## src/rtl/rx_byte_fifo.sv

```systemverilog
// Receive-side byte FIFO between a UART receiver and a byte consumer.
// Pops are registered (one-clock read latency); writes into a full FIFO are dropped and flagged.
module rx_byte_fifo #(
  parameter int DEPTH = 16,
  parameter int AW    = 4
) (
  input  logic          clk,
  input  logic          R,
  input  logic [7:0]    rx_dat,
  input  logic          ok_rx_byte,
  input  logic          rd,
  input  logic          clr_ovf,
  output logic [7:0]    rd_dat,
  output logic          rd_vld,
  output logic          empty,
  output logic          full,
  output logic [AW:0]   cnt,
  output logic          ovf
);

  localparam logic [AW:0]   DEPTH_C = (AW+1)'(DEPTH);
  localparam logic [AW:0]   CNT_ONE = (AW+1)'(1);
  localparam logic [AW-1:0] PTR_ONE = AW'(1);

  logic [7:0]    mem_q [DEPTH];
  logic [AW-1:0] wp_q, wp_d;
  logic [AW-1:0] rp_q, rp_d;
  logic [AW:0]   cnt_q, cnt_d;
  logic          empty_q, empty_d;
  logic          full_q, full_d;
  logic          ovf_q, ovf_d;
  logic [7:0]    rd_dat_q, rd_dat_d;
  logic          rd_vld_q, rd_vld_d;

  logic          rd_ok_s;
  logic          wr_ok_s;
  logic          drop_s;

  // Accept/drop decisions: a pop in the same cycle frees the slot a full write needs.
  always_comb begin
    rd_ok_s = rd & ~empty_q;
    wr_ok_s = ok_rx_byte & (~full_q | rd_ok_s);
    drop_s  = ok_rx_byte & ~wr_ok_s;
  end

  // Next-state for pointers, occupancy, flags and the read data register.
  always_comb begin
    wp_d     = wp_q;
    rp_d     = rp_q;
    cnt_d    = cnt_q;
    ovf_d    = ovf_q;
    rd_dat_d = rd_dat_q;
    rd_vld_d = 1'b0;

    if (wr_ok_s) begin
      wp_d = wp_q + PTR_ONE;
    end else begin
      wp_d = wp_q;
    end

    if (rd_ok_s) begin
      rp_d     = rp_q + PTR_ONE;
      rd_dat_d = mem_q[rp_q];
      rd_vld_d = 1'b1;
    end else begin
      rp_d     = rp_q;
      rd_dat_d = rd_dat_q;
      rd_vld_d = 1'b0;
    end

    case ({wr_ok_s, rd_ok_s})
      2'b10:   cnt_d = cnt_q + CNT_ONE;
      2'b01:   cnt_d = cnt_q - CNT_ONE;
      default: cnt_d = cnt_q;
    endcase

    // A drop in the same cycle as clr_ovf leaves the flag set.
    if (drop_s) begin
      ovf_d = 1'b1;
    end else if (clr_ovf) begin
      ovf_d = 1'b0;
    end else begin
      ovf_d = ovf_q;
    end

    empty_d = (cnt_d == {(AW+1){1'b0}});
    full_d  = (cnt_d == DEPTH_C);
  end

  // Control and status registers with synchronous reset.
  always_ff @(posedge clk) begin
    if (R) begin
      wp_q     <= {AW{1'b0}};
      rp_q     <= {AW{1'b0}};
      cnt_q    <= {(AW+1){1'b0}};
      empty_q  <= 1'b1;
      full_q   <= 1'b0;
      ovf_q    <= 1'b0;
      rd_dat_q <= 8'h00;
      rd_vld_q <= 1'b0;
    end else begin
      wp_q     <= wp_d;
      rp_q     <= rp_d;
      cnt_q    <= cnt_d;
      empty_q  <= empty_d;
      full_q   <= full_d;
      ovf_q    <= ovf_d;
      rd_dat_q <= rd_dat_d;
      rd_vld_q <= rd_vld_d;
    end
  end

  // Byte storage; not cleared by reset, and reset blocks any write in its cycle.
  always_ff @(posedge clk) begin
    if (wr_ok_s && !R) begin
      mem_q[wp_q] <= rx_dat;
    end
  end

  assign rd_dat = rd_dat_q;
  assign rd_vld = rd_vld_q;
  assign empty  = empty_q;
  assign full   = full_q;
  assign cnt    = cnt_q;
  assign ovf    = ovf_q;

endmodule

```

## config.mk

```make
export PLATFORM = sky130hd
export DESIGN_NAME = rx_byte_fifo
export DESIGN_NICKNAME = d
export VERILOG_FILES = /design/src/rtl/rx_byte_fifo.sv
export SDC_FILE = /design/constraint.sdc
export NUM_CORES = 1
export LEC_CHECK = 0
export ABC_AREA = 1
export CAP_MARGIN = 40
export CORE_MARGIN = 1
export CORE_UTILIZATION = 60
export CTS_CLUSTER_SIZE = 28
export DETAILED_ROUTE_END_ITERATION = 16
export GPL_TIMING_DRIVEN = 0
export HOLD_SLACK_MARGIN = 0.05
export PLACE_DENSITY = 0.79
export SLEW_MARGIN = 5
export SYNTH_ARGS = -nofsm -noshare
export SYNTH_HDL_FRONTEND = slang
export SYNTH_SLANG_ARGS = --single-unit
```

## constraint.sdc

```tcl
create_clock -name clk -period 2.81 [get_ports clk]
set_input_delay 0.281 -clock clk [delete_from_list [all_inputs] [get_ports clk]]
set_output_delay 0.281 -clock clk [all_outputs]
set_load 0.02 [all_outputs]
```

Word level (Yosys, flattened, before mapping)
Memory sizes are Yosys's and may differ from the RTL's. A register that Yosys moved wholly into a read port is not among the register bits.
Cells that the tools add are included.
{"block": "totals", "out_inout_bits": 17, "mem_bits_rw": 128, "regBits": 17, "memories": 1}
{"memory": "mem_q", "words": 16, "width": 8, "rd": 1, "rd_ports_with_merged_regs": 1, "write_ports": 1, "line": "25", "rtl": "logic [7:0] mem_q [DEPTH];"}
{"block": "classes", "bitwise_logic": 7, "muxes": 6, "n_addsub": 4, "eq_ne": 3, "n_reduce_logical": 4}
{"cell": "one-hot mux 5 bit (2 select lines)", "count": 1}
{"cell": "adder 4 x 1 -> 4 bit (second input constant)", "count": 2}
{"cell": "adder 5 x 1 -> 5 bit (second input constant)", "count": 1}
{"cell": "equality test 5 bit (second input constant)", "count": 1}
{"cell": "logical NOT 5 bit", "count": 1}
{"cell": "2-to-1 mux 1 bit", "count": 5}
{"cell": "subtractor 5 x 1 -> 5 bit (second input constant)", "count": 1}
{"cell": "AND 1 bit", "count": 3}
{"cell": "NOT 1 bit", "count": 3}
{"cell": "equality test 2 x 1 -> 1 bit (second input constant)", "count": 1}
{"cell": "equality test 2 bit (second input constant)", "count": 1}
{"cell": "nonzero test 2 bit", "count": 1}
{"cell": "logical AND 1 bit", "count": 1}
{"cell": "logical NOT 1 bit", "count": 1}
{"cell": "OR 1 bit", "count": 1}

Logic depth before layout (Yosys ltp)
{"block": "logic_depth", "word_depth": 7, "ltp_mapped": 18, "ltp_nobuf": 18}

Worst setup path before layout
Ideal clock, no wire load.
{"block": "synth_timing", "path_type": "register -> register", "start": "register empty_q (netlist: empty)", "end": "register empty_q (netlist: empty)", "path_stages_with_launch": 15, "required_time_ns": 2.740, "arrival_ns": 2.161, "path_slack_ns": 0.578, "path_cell_list": "dfxtp_1 > inv_2 > nand2_2 > inv_1 > clkbuf_1 > ha_1 > nand2_1 > inv_1 > nor2_1 > ha_1 > o21ai_0 > nand2_1 > nor2_1 > nand3_1 > o21bai_1"}
{"block": "synth_via", "elab_chain_len": 7, "word_cells_on_any_way": 8, "cone_classes": "eq/ne: 2; mux: 1; bitwise: 4; reduce/logical: 1"}
{"item": "start: declaration", "line": "29", "rtl": "logic empty_q, empty_d;"}
{"item": "start signal: assignment", "line": "105", "rtl": "empty_q <= empty_d;"}
{"item": "NOT 1 bit (*)", "line": "41", "rtl": "rd_ok_s = rd & ~empty_q;"}
{"item": "AND 1 bit (*)", "line": "41"}
{"item": "named net rd_ok_s", "line": "35", "rtl": "logic rd_ok_s;"}
{"item": "OR 1 bit", "line": "42", "rtl": "wr_ok_s = ok_rx_byte & (~full_q | rd_ok_s);"}
{"item": "AND 1 bit", "line": "42"}
{"item": "equality test 2 x 1 -> 1 bit / equality test 2 bit (equally long branches)", "line": "71", "rtl": "case ({wr_ok_s, rd_ok_s})"}
{"item": "one-hot mux 5 bit (2 select lines) (*)", "line": "71"}
{"item": "logical NOT 5 bit (*)", "line": "86", "rtl": "empty_d = (cnt_d == {(AW+1){1'b0}});"}
Mark *: on every way through the listed nets, which the timed path passes. The rest lies on a longest branch.
A chain may end at the register's enable or synchronous reset.

Worst setup path in the final report
{"block": "layout_timing", "start": "register empty_q (netlist: empty)", "end": "register empty_q (netlist: empty)"}
{"block": "layout_via", "elab_chain_len": 7, "word_cells_on_any_way": 8, "cone_classes": "eq/ne: 2; mux: 1; bitwise: 4; reduce/logical: 1"}
{"item": "NOT 1 bit (*)", "line": "41"}
{"item": "AND 1 bit (*)", "line": "41"}
{"item": "OR 1 bit", "line": "42"}
{"item": "AND 1 bit", "line": "42"}
{"item": "equality test 2 x 1 -> 1 bit / equality test 2 bit (equally long branches)", "line": "71"}
{"item": "one-hot mux 5 bit (2 select lines) (*)", "line": "71"}
{"item": "logical NOT 5 bit (*)", "line": "86"}
Every way passes the cells marked *; elsewhere a longest branch is shown, timed or not.

==> flow_summary.toml <==
[timing]
fmax_ghz = 0.395
rsz0062_at_grt = "false"
post-route-period-util = 0.900
post-route-min-period_ns = 2.53
final-hold-violation-count = 0
worst_slew_pin_slew_ns = 0.809
finalMaxSlewViolations = 0
skew_ns = 0.00697
finalSetupViolations = 0
relSlewSlack = 0.459

[clock_network]
clk_latency_ns = 0.53
hold_buffers = 0
cts_max_level = 4
cts_buffers = 17
cts-root-buf = "clkbuf_8"
cts_max_path_buffers = 2
cts_tree = "done"
clkTransAtPathRegs_ns = 0.06
cts.sinks = 153

[critical_path]
cp-start-kind = "register"
cp-end-kind = "register"
crit_type = "reg -> reg"
cp.arrival_ns = 2.98
required_ns = 3.26
crit_fanout = 7

[yosys]
ys_seq_area_frac = 0.676
avgSynthCellArea_um2 = 10.7
yosysTopAreaCell = "edfxtp_1"
synth_top_area_frac = 0.598
syn_area_um2 = 6430
synth_cell_type_count = 23
synth_cells = 600
synthTopCellsByArea = "edfxtp_1 (60%), nand2_1 (11%), nand3_1 (9.0%)"
ys_ff_latch = 153
syn_nets = 621
ys_warn_count = 0

[layout]
area_growth_pct = 16.8
fill_cells = 701
n_antenna_cell = 0
drive_gt1_frac = 0.110
final_cell_area_um2 = 7510
seqCellArea_um2 = 4340
final_nets = 679
multiInputGateArea_um2 = 1740

[place]
dp_hpwl_um = 10000
io_buffers = 29
gp_congestion = 0.942
placed_cell_area_um2 = 6930

[route]
vias = 4723
drc = 0
drtIter0Drc = 502
drt_wl_total_um = 15000
wire_per_inst_um = 18.6
viasPerCell = 5.86
ant_nets = 0
firstDrtPassIters = 5

[status]
status = "completed"

[pwr]
p_per_area_nw_per_um2 = 756
power.leakage_uw = 0.00288
vdd_ir_drop_max_v = 0.000499
power_uw = 5680

[global_route]
gr-usage-all-layers = 0.288
antenna_found_initial = 0
grt_overflow_total = 0
grt_start_max_net_pins = 17
grt_use_met1 = 0.374
met3_usage = 0.0662
grt-busiest-layer = "met2"
grt_pass1_vias = 4494
grtUsageMet2 = 0.464
grt_pass1_wl_um = 23300

[min_path]
hold_path_class = "in -> reg"

[floorplanning]
pin_count = 30
die_x_um = 106
core_area_um2 = 10400
core.rowCount = 37
dieArea_um2 = 11100
die_h_um = 106
start_util = 0.620

[job]
drv_cap = 0
[power breakdown]
| group | total, µW | switching (µW) | internal, µW |
|---|---|---|---|
| registers | 2570 | 48.4 | 2520 |
| clock network | 2120 | 865 | 1260 |
| logic | 986 | 636 | 350 |
[path summary, 6_finish.rpt]
path,cells past startpoint,startpoint,slack (ns),to
hold / removal,3,ok_rx_byte,0.37,ovf
setup reg to reg,18,empty,0.28,empty
hold reg to reg,2,ovf,0.48,ovf
setup / recovery,18,empty,0.28,empty
[final cells by class]
class                      count  share of cell area
buffer                        28              0.0282
clock inverter                11              0.0168
timing repair buffer          40              0.0473
clock buffer                  20              0.0566
sequential                   153               0.578
tap                          136              0.0227
inverter                      36              0.0185
multi-input combinational    382               0.231
[registers in the layout (all words and copies together) (netlist names)]
register,flops
mem_q,128
rd_dat,8
cnt,5
rp_q,4
wp_q,4
empty,1
full,1
ovf,1
rd_vld,1
[critical path, stage by stage (launching register included)]
cell and delay (ns):
dfxtp_1 0.34, inv_2 0.04, nand2_2 0.14, nand2_1 0.07, nand2_1 0.20, ha_2 0.31
nand2_1 0.10, inv_1 0.08, nor2_1 0.06, ha_1 0.18, inv_1 0.05, nand2_1 0.10
inv_1 0.07, nand2_1 0.05, nand3_1 0.10, nand2_1 0.06, nor2_1 0.14, nand3_1 0.17
o21bai_1 0.19
[layer usage]
metal  vias to the layer above  routed length [µm]
li1                       2176                   -
met1                      2286                6060
met2                       226                7400
met3                        35                1130
met4                         0                 374
met5                         -                   0
[repair_timing]
action,CTS,global route
resized for setup,0,2
buffers inserted,0,3
setup endpoints to repair,0,3
[per-stage QoR]
step	TNS (ns)	cells	hold WS (ns)	worst slack (ns)	util
2_1_floorplan	0	600	0.357	0.578	-
3_3_place_gp	-0.135	765	0.454	-0.0825	0.664
3_5_place_dp	-0.582	773	0.483	-0.270	0.669
4_1_cts	0	804	0.354	0.0775	0.722
5_1_grt	0	806	0.419	0.0385	0.724
6_report	0	806	0.372	0.280	0.724
[placed cells by master, fill, tap and decap left out, drive strengths merged, types with 2 or more instances in the layout]
cell	instances
a21oi	8
ha	8
clkbuf	23
nor2	22
nor3	10
nand4	2
inv	34
bufinv	2
buf	36
clkinv	6
o21ai	9
nand2	196
o211ai	8
edfxtp	128
dfxtp	25
clkinvlp	5
clkdlybuf4s50	29
nand3	116
[cells in the mapped netlist, drive strengths merged]
| cell | instances |
|---|---|
| nand2 | 196 |
| edfxtp | 128 |
| nand3 | 116 |
| inv | 35 |
| buf | 25 |
| dfxtp | 25 |
| nor2 | 22 |
| nor3 | 10 |
| o21ai | 9 |
| a21oi | 8 |
| ha | 8 |
| o211ai | 8 |
| clkbuf | 4 |
| nand4 | 2 |
| clkinv | 1 |
| nor3b | 1 |
| o21bai | 1 |
| xor2 | 1 |
[kinds of logic after synthesis]
kind of cell	count (synthesis)	synth area share
AO/OA/AOI/OAI	26	0.0237
XOR/XNOR	1	0.00136
adder cells (fa/ha/maj)	8	0.0156
buffers and inverters	65	0.0545
flip-flops	153	0.676
AND/OR/NAND/NOR	347	0.229
No activity file was read; power rests on OpenSTA's default activity.
==> RTL edit (config.mk and constraints unchanged) <==
Change the parameter `DEPTH` from 16 to 32.
--- a/src/rtl/rx_byte_fifo.sv
+++ b/src/rtl/rx_byte_fifo.sv
@@ -1,7 +1,7 @@
 // Receive-side byte FIFO between a UART receiver and a byte consumer.
 // Pops are registered (one-clock read latency); writes into a full FIFO are dropped and flagged.
 module rx_byte_fifo #(
-  parameter int DEPTH = 16,
+  parameter int DEPTH = 32,
   parameter int AW    = 4
 ) (
   input  logic          clk,
Function: changed (Yosys sat finds a counterexample within 4 cycles, from zero or initial values).
==> RTL edit against the unedited design <==
Worst setup slack improved by 0.089 ns; via count is 4.1% lower; power up 0.96%; routed wire length shrank 0.62%; sequential cell count unchanged; global-route usage about the same; synthesized area is essentially flat; non-clock buffer count shrank 8; design area down 0.43%; largest cell class unchanged.
==> RTL edit: results (changes against the unedited design) <==
dpl cell area - 0.00689 mm2 (-0.56%)
port buffer count - 28 (-3.4%)
All-Layer GR Usage - 28.8% (about the same)
skew final - 0.00757 ns (+0.000598 ns)
LEAKAGE - 2.86 nW (-0.86%)
ant diodes - 0 (unchanged)
CP peak stage delay - 0.36 ns (+0.02 ns)
Iteration-0 DRC Markers - 415 (-17%)
Largest register FFs - 128 (unchanged)
filler instances - 715 (+2.0%)
DP HPWL - 9980 um (-0.25%)
RePlAce Congestion - 0.858 (-9.0%)
post-synthesis cell type count - 23 (unchanged)
via count - 4,530 (-4.1%)
Peak VDD IR - 562 uV (+13%)
first-pass GRT wire length - 23,200 um (-0.36%)
critical path's slowest cell - ha_1
CP max FO - 12 (+5)
Syn Nets - 620 (-0.16%)
clock-pin transition on the worst setup and hold timing paths - 0.06 ns (about the same)
share of layout cells above drive strength 1 - 9.98% (-1.1 points)
top cells by area, synth - edfxtp_1, nand2_1, nand3_1, dfxtp_1, buf_6
list of most frequent post-synthesis cells - nand2_1, edfxtp_1, nand3_1
worst-margin pin slew - 0.831 ns (+0.0228 ns)
fin nets - 669 (-1.5%)
DP Worst Slack - -0.218 ns (+0.0521 ns)
register area share after synthesis - 67.6% (about the same)
Post-CTS Resized - 0 (unchanged)
largest net degree at the start of global routing - 17 (unchanged)
Net Switching - 1.50 mW (-3.2%)
Post-synth EDFFs - 128 (unchanged)
Total Wirelength - 14,900 um (-0.62%)
outcome - completed
H-tree depth - 4 (unchanged)
[RTL edit: cell types whose count changed after synthesis]
cell / delta
nor2_1: +4
nor3_1: -4
inv_1: -3
a21oi_1: +1
clkbuf_1: +1
nand2_1: -1
nand3_1: +1
o21ai_0: +1
o21ai_1: -1
[RTL edit: metrics by stage]
step | util, % | power, mW | hold WS, ns | setup TNS [ns] | cells
global route | 72.1 | 5.95 | 0.176 | 0 | 797
detailed placement | 66.5 | 3.53 | 0.490 | -0.408 | 766
global placement | 66.3 | 3.49 | 0.452 | -0.519 | 763
CTS | 72.1 | 5.75 | 0.160 | 0 | 798
finish | 72.1 | 5.73 | 0.182 | 0 | 797
floorplan | - | 3.20 | 0.380 | 0 | 599
[RTL edit: timing repair]
item | 4_1_cts | 5_1_grt
hold endpoints to repair | 0 | 0
setup endpoints to repair | 0 | 2
hold buffers | 0 | 0
[RTL edit: final cells by class]
class                   count  area, um2  area share (%)
flip-flops and latches    153       4340            58.1
repair buffers             31        295            3.95
multi-input cells         383       1740            23.3
well taps                 136        170            2.28
inverters                  33        124            1.66
clock inverters            11        148            1.97
clock buffers              21        439            5.87
plain buffers              29        215            2.88
[RTL edit: worst reg2reg max path, delay by kind of cell, from the launching register on]
family / cells / cell delay, ns
adder cells (fa/ha/maj): 2 / 0.62
buffers and inverters: 2 / 0.40
flip-flops: 1 / 0.32
AO/OA/AOI/OAI: 2 / 0.34
AND/OR/NAND/NOR: 6 / 0.69
[RTL edit: metal layers]
layer / track usage [%] / wire length [um] / up-vias
met4: 12.9 / 388 / 0
met3: 6.80 / 1030 / 35
met2: 48.1 / 7570 / 183
met5: 0 / 0 / -
li1: - / - / 2162
met1: 35.9 / 5890 / 2150
[RTL edit: path summary, 6_finish.rpt]
| check | start | to | slack [ns] | cells after the start |
|---|---|---|---|---|
| worst max register to register | empty$_SDFF_PP1_ | empty$_SDFF_PP1_ | 0.37 | 12 |
| worst min-delay path | R | wp_q[3]$_SDFFE_PP0P_ | 0.18 | 2 |
| worst max-delay path | empty$_SDFF_PP1_ | empty$_SDFF_PP1_ | 0.37 | 12 |
| worst min register to register | ovf$_SDFFE_PP0P_ | ovf$_SDFFE_PP0P_ | 0.49 | 2 |
[RTL edit: cell families after synthesis]
group | share of synthesized area (%)
AO/OA/AOI/OAI | 2.45
XOR/XNOR | 0.136
adder cells (fa/ha/maj) | 1.56
buffers and inverters | 5.34
flip-flops | 67.6
AND/OR/NAND/NOR | 22.9
[RTL edit: power by group through the flow]
stage               sequential, mW  combinational [mW]  clock, mW
floorplan                     2.69               0.510          0
global placement              2.64               0.846          0
detailed placement            2.65               0.878          0
CTS                           2.60               0.888       2.26
global route                  2.61               0.980       2.36
finish                        2.60               0.892       2.24
